File: src/rtl/pot_bank_ctrl.sv
// pot_bank_ctrl
//   POKEY paddle register bank and scan sequencer. A CPU write to POTGO raises
//   a scan request to every pot scanner; each scanner's one-cycle done pulse
//   drops its request and, one cycle later, its 8-bit result is captured into
//   POTn and its ALLPOT bit is cleared. Channels that have not reported by the
//   end of the timeout window are force-completed with MAX_COUNT.
//
//   state | meaning
//   IDLE  | no scan in flight; a POTGO write (or a pending one) starts a scan
//   SCAN  | requests outstanding or captures pending; tcnt counts scan cycles
//
// Ports
//   clk        system clock, all logic on posedge
//   rst        synchronous active-high reset
//   addr       register address (reads and POTGO decode)
//   wr_en      CPU write strobe (data is irrelevant, only the address matters)
//   rd_en      CPU read strobe
//   pot_rdy    per-channel done pulse from the scanners
//   pot_val    scanner results, channel i in pot_val[8i+7:8i]
//   potgo_out  per-channel scan request level
//   data_out   registered read data
//   allpot     bit i set while channel i is unresolved
//   scan_busy  high while in SCAN
module pot_bank_ctrl #(
    parameter int          NUM_POTS    = 8,
    parameter int          TIMEOUT     = 300,
    parameter logic [7:0]  MAX_COUNT   = 8'hE4,
    parameter logic [3:0]  POTGO_ADDR  = 4'hB,
    parameter logic [3:0]  ALLPOT_ADDR = 4'h8
) (
    input  logic                  clk,
    input  logic                  rst,
    input  logic [3:0]            addr,
    input  logic                  wr_en,
    input  logic                  rd_en,
    input  logic [NUM_POTS-1:0]   pot_rdy,
    input  logic [8*NUM_POTS-1:0] pot_val,
    output logic [NUM_POTS-1:0]   potgo_out,
    output logic [7:0]            data_out,
    output logic [7:0]            allpot,
    output logic                  scan_busy
);

    typedef enum logic {IDLE, SCAN} state_t;

    localparam logic [7:0]          ALL_MASK = 8'((1 << NUM_POTS) - 1);
    localparam logic [NUM_POTS-1:0] ALL_GO   = {NUM_POTS{1'b1}};
    localparam logic [8:0]          TC_LAST  = 9'(TIMEOUT - 1);

    state_t              state;
    logic [7:0]          pot_reg [NUM_POTS];
    logic [NUM_POTS-1:0] cap_pend;
    logic                go_pend;
    logic [8:0]          tcnt;

    logic                potgo_hit;
    logic [NUM_POTS-1:0] rdy_hit;
    logic [NUM_POTS-1:0] to_hit;
    logic [NUM_POTS-1:0] potgo_nxt;
    logic                scan_done;
    logic [7:0]          rd_mux;

    always_comb begin
        potgo_hit = wr_en && (addr == POTGO_ADDR);
        // Only channels still requesting may report; late pulses are ignored.
        rdy_hit   = pot_rdy & potgo_out;
        // On the timeout edge a same-cycle rdy still wins over force-completion.
        to_hit    = '0;
        if (state == SCAN && tcnt == TC_LAST)
            to_hit = potgo_out & ~pot_rdy;
        potgo_nxt = potgo_out & ~rdy_hit & ~to_hit;
        // Exit looks at post-edge values so the final capture and the exit
        // happen on the same edge.
        scan_done = (potgo_nxt == '0) && (rdy_hit == '0);
    end

    always_comb begin
        rd_mux = 8'h00;
        if (addr == ALLPOT_ADDR)
            rd_mux = allpot;
        for (int i = 0; i < NUM_POTS; i++) begin
            if (addr == 4'(i))
                rd_mux = pot_reg[i];
        end
    end

    always_ff @(posedge clk) begin
        if (rst) begin
            state     <= IDLE;
            potgo_out <= '0;
            cap_pend  <= '0;
            go_pend   <= 1'b0;
            tcnt      <= '0;
            allpot    <= 8'h00;
            data_out  <= 8'h00;
            scan_busy <= 1'b0;
            for (int i = 0; i < NUM_POTS; i++)
                pot_reg[i] <= 8'h00;
        end else begin
            if (rd_en)
                data_out <= rd_mux;

            case (state)
                IDLE: begin
                    if (potgo_hit || go_pend) begin
                        state     <= SCAN;
                        scan_busy <= 1'b1;
                        potgo_out <= ALL_GO;
                        allpot    <= ALL_MASK;
                        tcnt      <= '0;
                        go_pend   <= 1'b0;
                    end
                end

                SCAN: begin
                    if (tcnt != 9'h1FF)
                        tcnt <= tcnt + 9'd1;
                    potgo_out <= potgo_nxt;
                    cap_pend  <= rdy_hit;
                    for (int i = 0; i < NUM_POTS; i++) begin
                        // Scanner result is valid the cycle after its rdy pulse.
                        if (cap_pend[i]) begin
                            pot_reg[i] <= pot_val[8*i +: 8];
                            allpot[i]  <= 1'b0;
                        end
                        if (to_hit[i]) begin
                            pot_reg[i] <= MAX_COUNT;
                            allpot[i]  <= 1'b0;
                        end
                    end
                    if (scan_done) begin
                        if (go_pend) begin
                            potgo_out <= ALL_GO;
                            allpot    <= ALL_MASK;
                            tcnt      <= '0;
                            go_pend   <= 1'b0;
                        end else begin
                            state     <= IDLE;
                            scan_busy <= 1'b0;
                        end
                    end
                    // A new POTGO never disturbs the scan in flight; repeated
                    // writes collapse into one pending request.
                    if (potgo_hit)
                        go_pend <= 1'b1;
                end

                default: state <= IDLE;
            endcase
        end
    end

endmodule

File: config.mk
export PLATFORM = sky130hd
export DESIGN_NAME = pot_bank_ctrl
export DESIGN_NICKNAME = d
export VERILOG_FILES = /design/src/rtl/pot_bank_ctrl.sv
export SDC_FILE = /design/constraint.sdc
export NUM_CORES = 1
export LEC_CHECK = 0
export CAP_MARGIN = 10
export CELL_PAD_IN_SITES_DETAIL_PLACEMENT = 2
export CELL_PAD_IN_SITES_GLOBAL_PLACEMENT = 2
export CORE_MARGIN = 4
export CORE_UTILIZATION = 29
export CTS_CLUSTER_DIAMETER = 50
export DETAILED_ROUTE_END_ITERATION = 16
export PLACE_DENSITY_LB_ADDON = 0.12
export SLEW_MARGIN = 20
export SYNTH_ARGS = -nofsm -noshare
export SYNTH_HDL_FRONTEND = slang
export SYNTH_SLANG_ARGS = --single-unit
File: constraint.sdc
create_clock -name clk -period 2.05 [get_ports clk]
set_input_delay 0.3075 -clock clk [delete_from_list [all_inputs] [get_ports clk]]
set_output_delay 0.3075 -clock clk [all_outputs]
set_load 0.03 [all_outputs]
Word level (Yosys, flattened, before mapping):

Memories as Yosys holds them, arrays and structs flattened.
Cells that the tools add are included.

* memory bits (writable): 64
* flip-flop bits (word level): 44
* output and inout bits: 25
* memories kept: 1
* input port bits: 80

Memories
* pot_reg: depth 8, width 8, read ports 8, clocked after Yosys merged registers in 0, write ports 8, RTL line 51 `logic [7:0] pot_reg [NUM_POTS];`

* multiplexer cells: 132
* reductions and logical operators: 9
* equality and inequality tests: 15
* bitwise operators: 24
* add/subtract/negate cells: 1

Operator list (count)
* $mux W8: 31
* $mux W1: 91
* $mux W9: 4
* $and A8 B8 Y8: 4
* $pmux W8 S2: 2
* $not A8 Y8: 3
* $pmux W9 S2: 1
* $eq A4 B3 Y1 const B: 4
* $logic_not A8 Y1: 2
* $or A1 B1 Y1: 16
* $add A9 B1 Y9 const B: 1
* $eq A9 B9 Y1 const B: 1
* $ne A9 B9 Y1 const B: 1
* $eq A4 B2 Y1 const B: 2
* $eq A4 B4 Y1 const B: 2
* $pmux W1 S2: 3
* $eq A4 B1 Y1 const B: 1
* $logic_not A4 Y1: 1
* $ne A2 B2 Y1 const B: 2
* $logic_and A1 B1 Y1: 3
* $ne A3 B1 Y1 const B: 1
* $reduce_and A3 Y1: 1
* $ne A2 B1 Y1 const B: 1
* $reduce_and A2 Y1: 1
* 2 further kinds: 2

Depth between registers and ports, before layout:

Gate-level depths: netlist of the first run.

* word-level depth: 10
* mapped depth: 8
* mapped depth without buffers: 7

Worst setup path before layout of the first run:

Ideal clock, no wire load.

* kind: reg-to-reg
* start point: register tcnt[0]
* end point: memory pot_reg[1][2], in the netlist pot_reg[0][10], enable pin
* slack: 135 ps
* arrival time: 1621 ps
* clock period less this slack: 1915 ps
* stages on the path, launching flop included: 7
* library setup time: 294 ps
* path through: dfxtp_1 ha_1 and2_1 nand4_2 buf_2 nor2_1 or3_1

RTL lines
* start: declaration: RTL line 54 `logic [8:0] tcnt;`
* start signal: assignment: RTL line 117 `tcnt <= tcnt + 9'd1;`
* end: declaration: RTL line 51

Worst setup path in the final report of the first run:

* start point: register tcnt[0]
* end point: register tcnt[4]

* longest elaborated chain between the ends: 9
* elaborated cells between the ends (all ways): 13
* those cells by class: add/sub (1); eq/ne (2); mux (5); bitwise (2); reduce/logical (3)

Ends and longest elaborated chain
* $eq A9 B9 Y1: RTL line 69 `if (state == SCAN && tcnt == TC_LAST)`
* $logic_and A1 B1 Y1: RTL line 69
* $mux W8: RTL line 69
* $not A8 Y8: RTL line 71 `potgo_nxt = potgo_out & ~rdy_hit & ~to_hit;`
* $and A8 B8 Y8: RTL line 71
* $logic_not A8 Y1: RTL line 74 `scan_done = (potgo_nxt == '0) && (rdy_hit == '0);`
* $logic_and A1 B1 Y1: RTL line 74
* $mux W9 (*): RTL line 131 `if (scan_done) begin`
* $pmux W9 S2 (*): RTL line 103 `case (state)`

Every way passes the cells marked *; elsewhere a longest branch is shown, timed or not.
A chain may end at the register's enable or synchronous reset.

==> results.json, run 1 <==
{
  "status": "complete, no violations",
  "path_clk_slew_ns": 0.07,
  "n_antenna_cell": 0,
  "end_kind": "flip-flop",
  "drive_above_1_share_pct": 17.71,
  "routedWlPerCell_um": 21.00,
  "num_io_pins": 105,
  "slew_headroom_pct": 65.72,
  "cts_num_sinks": 108,
  "overflow": 0,
  "finalSetupViolations": 0,
  "wl_mm": 19.87,
  "largest_reg_flops": 64,
  "maxCapViolations": 0,
  "dr_total_vias": 4780,
  "required_ns": 2.33,
  "rsz0062_at_grt": "false",
  "p_leak_nw": 3.017,
  "syn_avg_cell_area_um2": 9.842,
  "path_max_fanout": 14,
  "crit_path_start_kind": "flip-flop",
  "yosysUniqueCellTypes": 58,
  "syn_inst": 536,
  "grt_usage_pct": 20.10,
  "ir_drop_uv": 352.9,
  "finClkSkew_ns": 0.005875,
  "seq_area_frac_synth_pct": 53.13,
  "dieHeight_um": 142.9,
  "core_um2": 17900,
  "clk_path_buf_depth": 2,
  "crit_type": "reg2reg",
  "period_needed_ns": 1.956,
  "synth_top_area_share_pct": 36.43,
  "pre_cts_ws_ns": -0.2136,
  "yosysTopAreaCell": "edfxtp_1",
  "antenna_found_initial": 0,
  "fillCellCount": 1923,
  "synth_flop_cell": "edfxtp_1",
  "hold_viol_final": 0,
  "cp_top_family": "simple AND/OR/NAND/NOR gates",
  "fmax_ghz": 0.5112,
  "cts_tree": "done",
  "post_dp_cell_area_um2": 7218,
  "synth_edf_count": 64,
  "fin_nets": 793,
  "antenna_left": 0,
  "place_congestion": 0.9210,
  "clk_latency_ns": 0.36,
  "yosys_warnings": 0,
  "synth_seq_cells": 108,
  "fin_crit_sh_pct": 95.42,
  "cp_cell_sequence": "ha_1 > and2_4 > nand4_2 > buf_8 > o21ai_2 > buf_4 > a21o_1 > or3_1 > o21ai_0",
  "synthTopCellsByArea": "edfxtp_1 36%, dfxtp_1 17%, and2_1 4.0%, nand2_1 3.7%, a21oi_1 3.3%",
  "grt_pass1_wl_mm": 31.05,
  "area_delta_synth_final_pct": 42.88,
  "synth_area_um2": 5275,
  "die_area_um2": 20410,
  "cts_buffers": 9,
  "initial_core_util_pct": 29.47,
  "syn_nets": 617,
  "place_hpwl_mm": 15.98,
  "die_x_um": 142.9,
  "critical_path_buf_inv_count": 2,
  "first_iter_violations": 155,
  "drc": 0,
  "cpPeakStageDelay_ns": 0.35,
  "hold_class": "reg2reg",
  "p_per_area_nw_per_um2": 634.9,
  "crit_arrival_ns": 2.24,
  "final-max-slew-violation-count": 0,
  "final_area_um2": 7537,
  "drtPass1Iterations": 4,
  "grt_max_degree": 31,
  "crit_path_top_delay_cell": "or3_1",
  "grt_pass1_vias": 5473,
  "htreeDepth": 3,
  "viasPerCell": 5.053,
  "fp-row-count": 49,
  "worstMarginPinSlew_ns": 0.5103,
  "post_cts_buffers": 0,
  "worst_slack_ns": 0.09390,
  "root_buffer": "clkbuf_16",
  "async_flop_share_pct": 0,
  "portBuffers": 104
}
-- area by class of cell --
class / count / area [um2] / share of cell area [%]
clock inverters: 3 / 18.77 / 0.2490
flip-flops and latches: 108 / 2803 / 37.18
multi-input cells: 387 / 2307 / 30.61
well taps: 229 / 286.5 / 3.801
inverters: 13 / 48.80 / 0.6474
clock buffers: 13 / 281.5 / 3.735
repair buffers: 193 / 1792 / 23.77
-- worst min-delay path: cells and delay by family, from the launching register on --
family / cells / cell delay (ns)
DFF: 1 / 0.31
and+or+nand+nor: 1 / 0.06
AOI/OAI and AO/OA: 1 / 0.05
-- timing repair --
action	in CTS	in global routing
hold buffers	0	0
setup endpoints to repair	12	38
resized for setup	2	5
-- through the flow --
| stage | hold slack, ns | cells | utilization (%) | setup TNS [ns] | total power, mW |
|---|---|---|---|---|---|
| after floorplan | 0.4451 | 536 | - | 0 | 2.669 |
| after global placement | 0.4414 | 930 | 40.32 | -2.938 | 3.056 |
| after detailed placement | 0.4639 | 930 | 40.32 | -4.775 | 3.073 |
| after CTS | 0.4749 | 946 | 42.05 | 0 | 4.856 |
| after global routing | 0.4960 | 946 | 42.10 | 0 | 4.975 |
| final | 0.4675 | 946 | 42.10 | 0 | 4.786 |
-- layout by cell type (no fill, tap or decap), drive strengths merged, types with 15 or more instances in the layout --
cell type      instances
dfxtp                 44
nand3                 20
buf                   89
a21oi                 36
nand2                 52
and2                  34
o21ai                 45
nor2                  41
o21a                  15
a21o                  22
clkdlybuf4s50        104
edfxtp                64
-- path summary, 6_finish.rpt --
check	end	slack (ns)	start	cells past startpoint
worst max-delay path	tcnt[4]	0.09	tcnt[0]	9
worst min-delay path	data_out[7]	0.47	data_out[7]	2
worst max register to register	tcnt[4]	0.09	tcnt[0]	9
worst min register to register	data_out[7]	0.47	data_out[7]	2
-- synthesized netlist by cell type, types with 12 or more instances --
library cell,n
nor2_1,38
a21o_1,22
o21a_1,15
mux2i_1,12
edfxtp_1,64
nor3_1,12
dfxtp_1,44
and2_1,34
nand3_1,20
inv_1,12
a21oi_1,35
clkbuf_1,13
nand2_1,52
o21ai_0,35
-- layer usage --
metal	GRT usage [%]	routed length [um]	vias to the layer above
li1	-	-	2305
met1	24.11	8384	2363
met2	36.18	10370	85
met3	3.650	649	27
met4	6.753	466	0
met5	0	0	-
-- cell families (layout without fill, tap and decap cells) --
| family | Yosys count | in the layout | synth area share (%) |
|---|---|---|---|
| flip-flops | 108 | 108 | 53.13 |
| AO/OA/AOI/OAI | 164 | 164 | 20.38 |
| AND/OR/NAND/NOR | 207 | 207 | 20.04 |
| XOR/XNOR | 1 | 1 | 0.1661 |
| multiplexers | 14 | 14 | 2.704 |
| adder cells (fa/ha/maj) | 1 | 1 | 0.2372 |
| buffers and inverters | 41 | 222 | 3.344 |
-- report_power, final --
part | switching [mW] | total [mW] | internal [mW]
clock | 0.798 | 1.76 | 0.965
combinational | 0.295 | 0.618 | 0.323
sequential | 0.0416 | 2.40 | 2.36
total | 1.14 | 4.79 | 3.65
(Power assumes the default switching activity.)
==> inputs of run 2 (changes only) <==
clock period = 1.6 ns   (was 2.05 ns; I/O delays follow)
==> results.json, run 2 (synthesis gave the netlist of run 1 again) <==
{
  "status": "finished with violations",
  "violations": "negative setup slack",
  "final_core_util_pct": 46.09,
  "finClkSkew_ns": 0.009232,
  "viasPerCell": 5.102,
  "drc": 0,
  "rsz0062_at_grt": "true",
  "r2r-start": "tcnt[1]",
  "dr_total_vias": 5015,
  "grt_max_degree": 39,
  "cts_tree": "done",
  "first_iter_violations": 205,
  "min-delay-start": "rst",
  "worst_slack_ns": -0.2537,
  "wl_mm": 21.66,
  "clk_latency_ns": 0.36,
  "layout_commonest_cell": "buf_4",
  "fmax_ghz": 0.5395,
  "fp-row-count": 49,
  "antenna_left": 0,
  "n_antenna_cell": 0,
  "crit_path_start_kind": "flip-flop",
  "initial_core_util_pct": 29.47,
  "clk_path_buf_depth": 2,
  "setup.worst_path.start": "tcnt[1]",
  "overflow": 0,
  "p_per_area_nw_per_um2": 754.3,
  "grt_pass1_vias": 5859,
  "fin_nets": 830,
  "largest_reg_flops": 64,
  "layout_common_cells": "104 x buf_4, 73 x clkdlybuf4s50_1, 64 x edfxtp_1, 44 x nand2_1, 33 x dfxtp_1",
  "crit_type": "reg2reg",
  "portBuffers": 104,
  "p_leak_nw": 3.408,
  "fillCellCount": 1871,
  "num_io_pins": 105,
  "dieHeight_um": 142.9,
  "crit_arrival_ns": 2.11,
  "cts_num_sinks": 108,
  "crit_path_top_delay_cell": "dfxtp_2",
  "path_max_fanout": 7,
  "slew_headroom_pct": 69.74,
  "place_congestion": 0.8379,
  "path_clk_slew_ns": 0.07,
  "cp_cell_sequence": "ha_4 > and2_4 > nand4_4 > o21ai_4 > buf_4 > buf_6 > a21oi_4 > buf_8 > o21a_1 > o21ai_2",
  "area_delta_synth_final_pct": 56.43,
  "core_um2": 17900,
  "antenna_found_initial": 0,
  "tns_ns": -18.79,
  "maxCapViolations": 0,
  "cts_buffers": 9,
  "die_x_um": 142.9,
  "htreeDepth": 3,
  "finalSetupViolations": 146,
  "required_ns": 1.85,
  "hold_viol_final": 0,
  "drtPass1Iterations": 6,
  "end_kind": "flip-flop",
  "routedWlPerCell_um": 22.03,
  "place_hpwl_mm": 15.94,
  "root_buffer": "clkbuf_16",
  "fin_crit_sh_pct": 115.9,
  "drive_above_1_share_pct": 33.02,
  "die_area_um2": 20410,
  "hold_class": "in2reg",
  "worstMarginPinSlew_ns": 0.4529,
  "ir_drop_uv": 528.3,
  "grt_pass1_wl_mm": 33.44,
  "grt_usage_pct": 21.38,
  "period_needed_ns": 1.854,
  "cpPeakStageDelay_ns": 0.34,
  "final-max-slew-violation-count": 0
}
## run 2: path summary, 6_finish.rpt
kind / endpoint / slack, ns / cells after the start
worst min register to register: data_out[2] / 0.47 / 2
worst max-delay path: allpot[3] / -0.25 / 10
worst max register to register: allpot[3] / -0.25 / 10
worst min-delay path: data_out[1] / 0.37 / 3
## run 2: timing repair
item,in CTS,in global routing
hold endpoints to repair,0,0
resized for setup,121,34
setup endpoints to repair,176,163
hold buffers,0,0
pin swaps,28,13
gates cloned,1,0
setup buffers,11,4
## run 2: routing by layer
metal / routed length (um) / GRT usage [%] / part of all wire, %
met4: 195 / 3.502 / 0.90
met1: 9017 / 25.40 / 42
met5: 0 / 0 / 0
met3: 540 / 3.483 / 2.5
met2: 11910 / 40.88 / 55
## run 2: critical path: cells and delay by family, from the launching register on
| family | cells | cell delay (ns) |
|---|---|---|
| buf+inv | 3 | 0.42 |
| compound gates | 4 | 0.50 |
| fa+ha+maj | 1 | 0.15 |
| flops | 1 | 0.34 |
| simple gates | 2 | 0.33 |
## run 2: stage by stage
step | cells | hold slack [ns] | power (mW) | cell area, um2 | setup slack [ns]
after detailed placement | 951 | 0.4649 | 3.923 | 7411 | -0.6024
after CTS | 979 | 0.3582 | 6.254 | 8094 | -0.2016
after global placement | 951 | 0.4401 | 3.898 | 7411 | -0.5584
after global routing | 983 | 0.3771 | 6.450 | 8252 | -0.3004
final | 983 | 0.3734 | 6.224 | 8252 | -0.2537
after floorplan | 536 | 0.4027 | 3.427 | 5375 | -0.01590
## run 2: cell type report
type | count | area [um2] | area share, %
clock buffers | 12 | 246.5 | 2.987
clock inverters | 4 | 48.80 | 0.5914
inverters | 13 | 50.05 | 0.6065
multi-input cells | 388 | 2748 | 33.30
flip-flops and latches | 108 | 2816 | 34.13
well taps | 229 | 286.5 | 3.472
repair buffers | 229 | 2056 | 24.91
## run 2: power breakdown
part | switching (mW) | internal (mW)
clock | 1.05 | 1.26
sequential | 0.0517 | 3.03
combinational | 0.420 | 0.424
total | 1.52 | 4.71
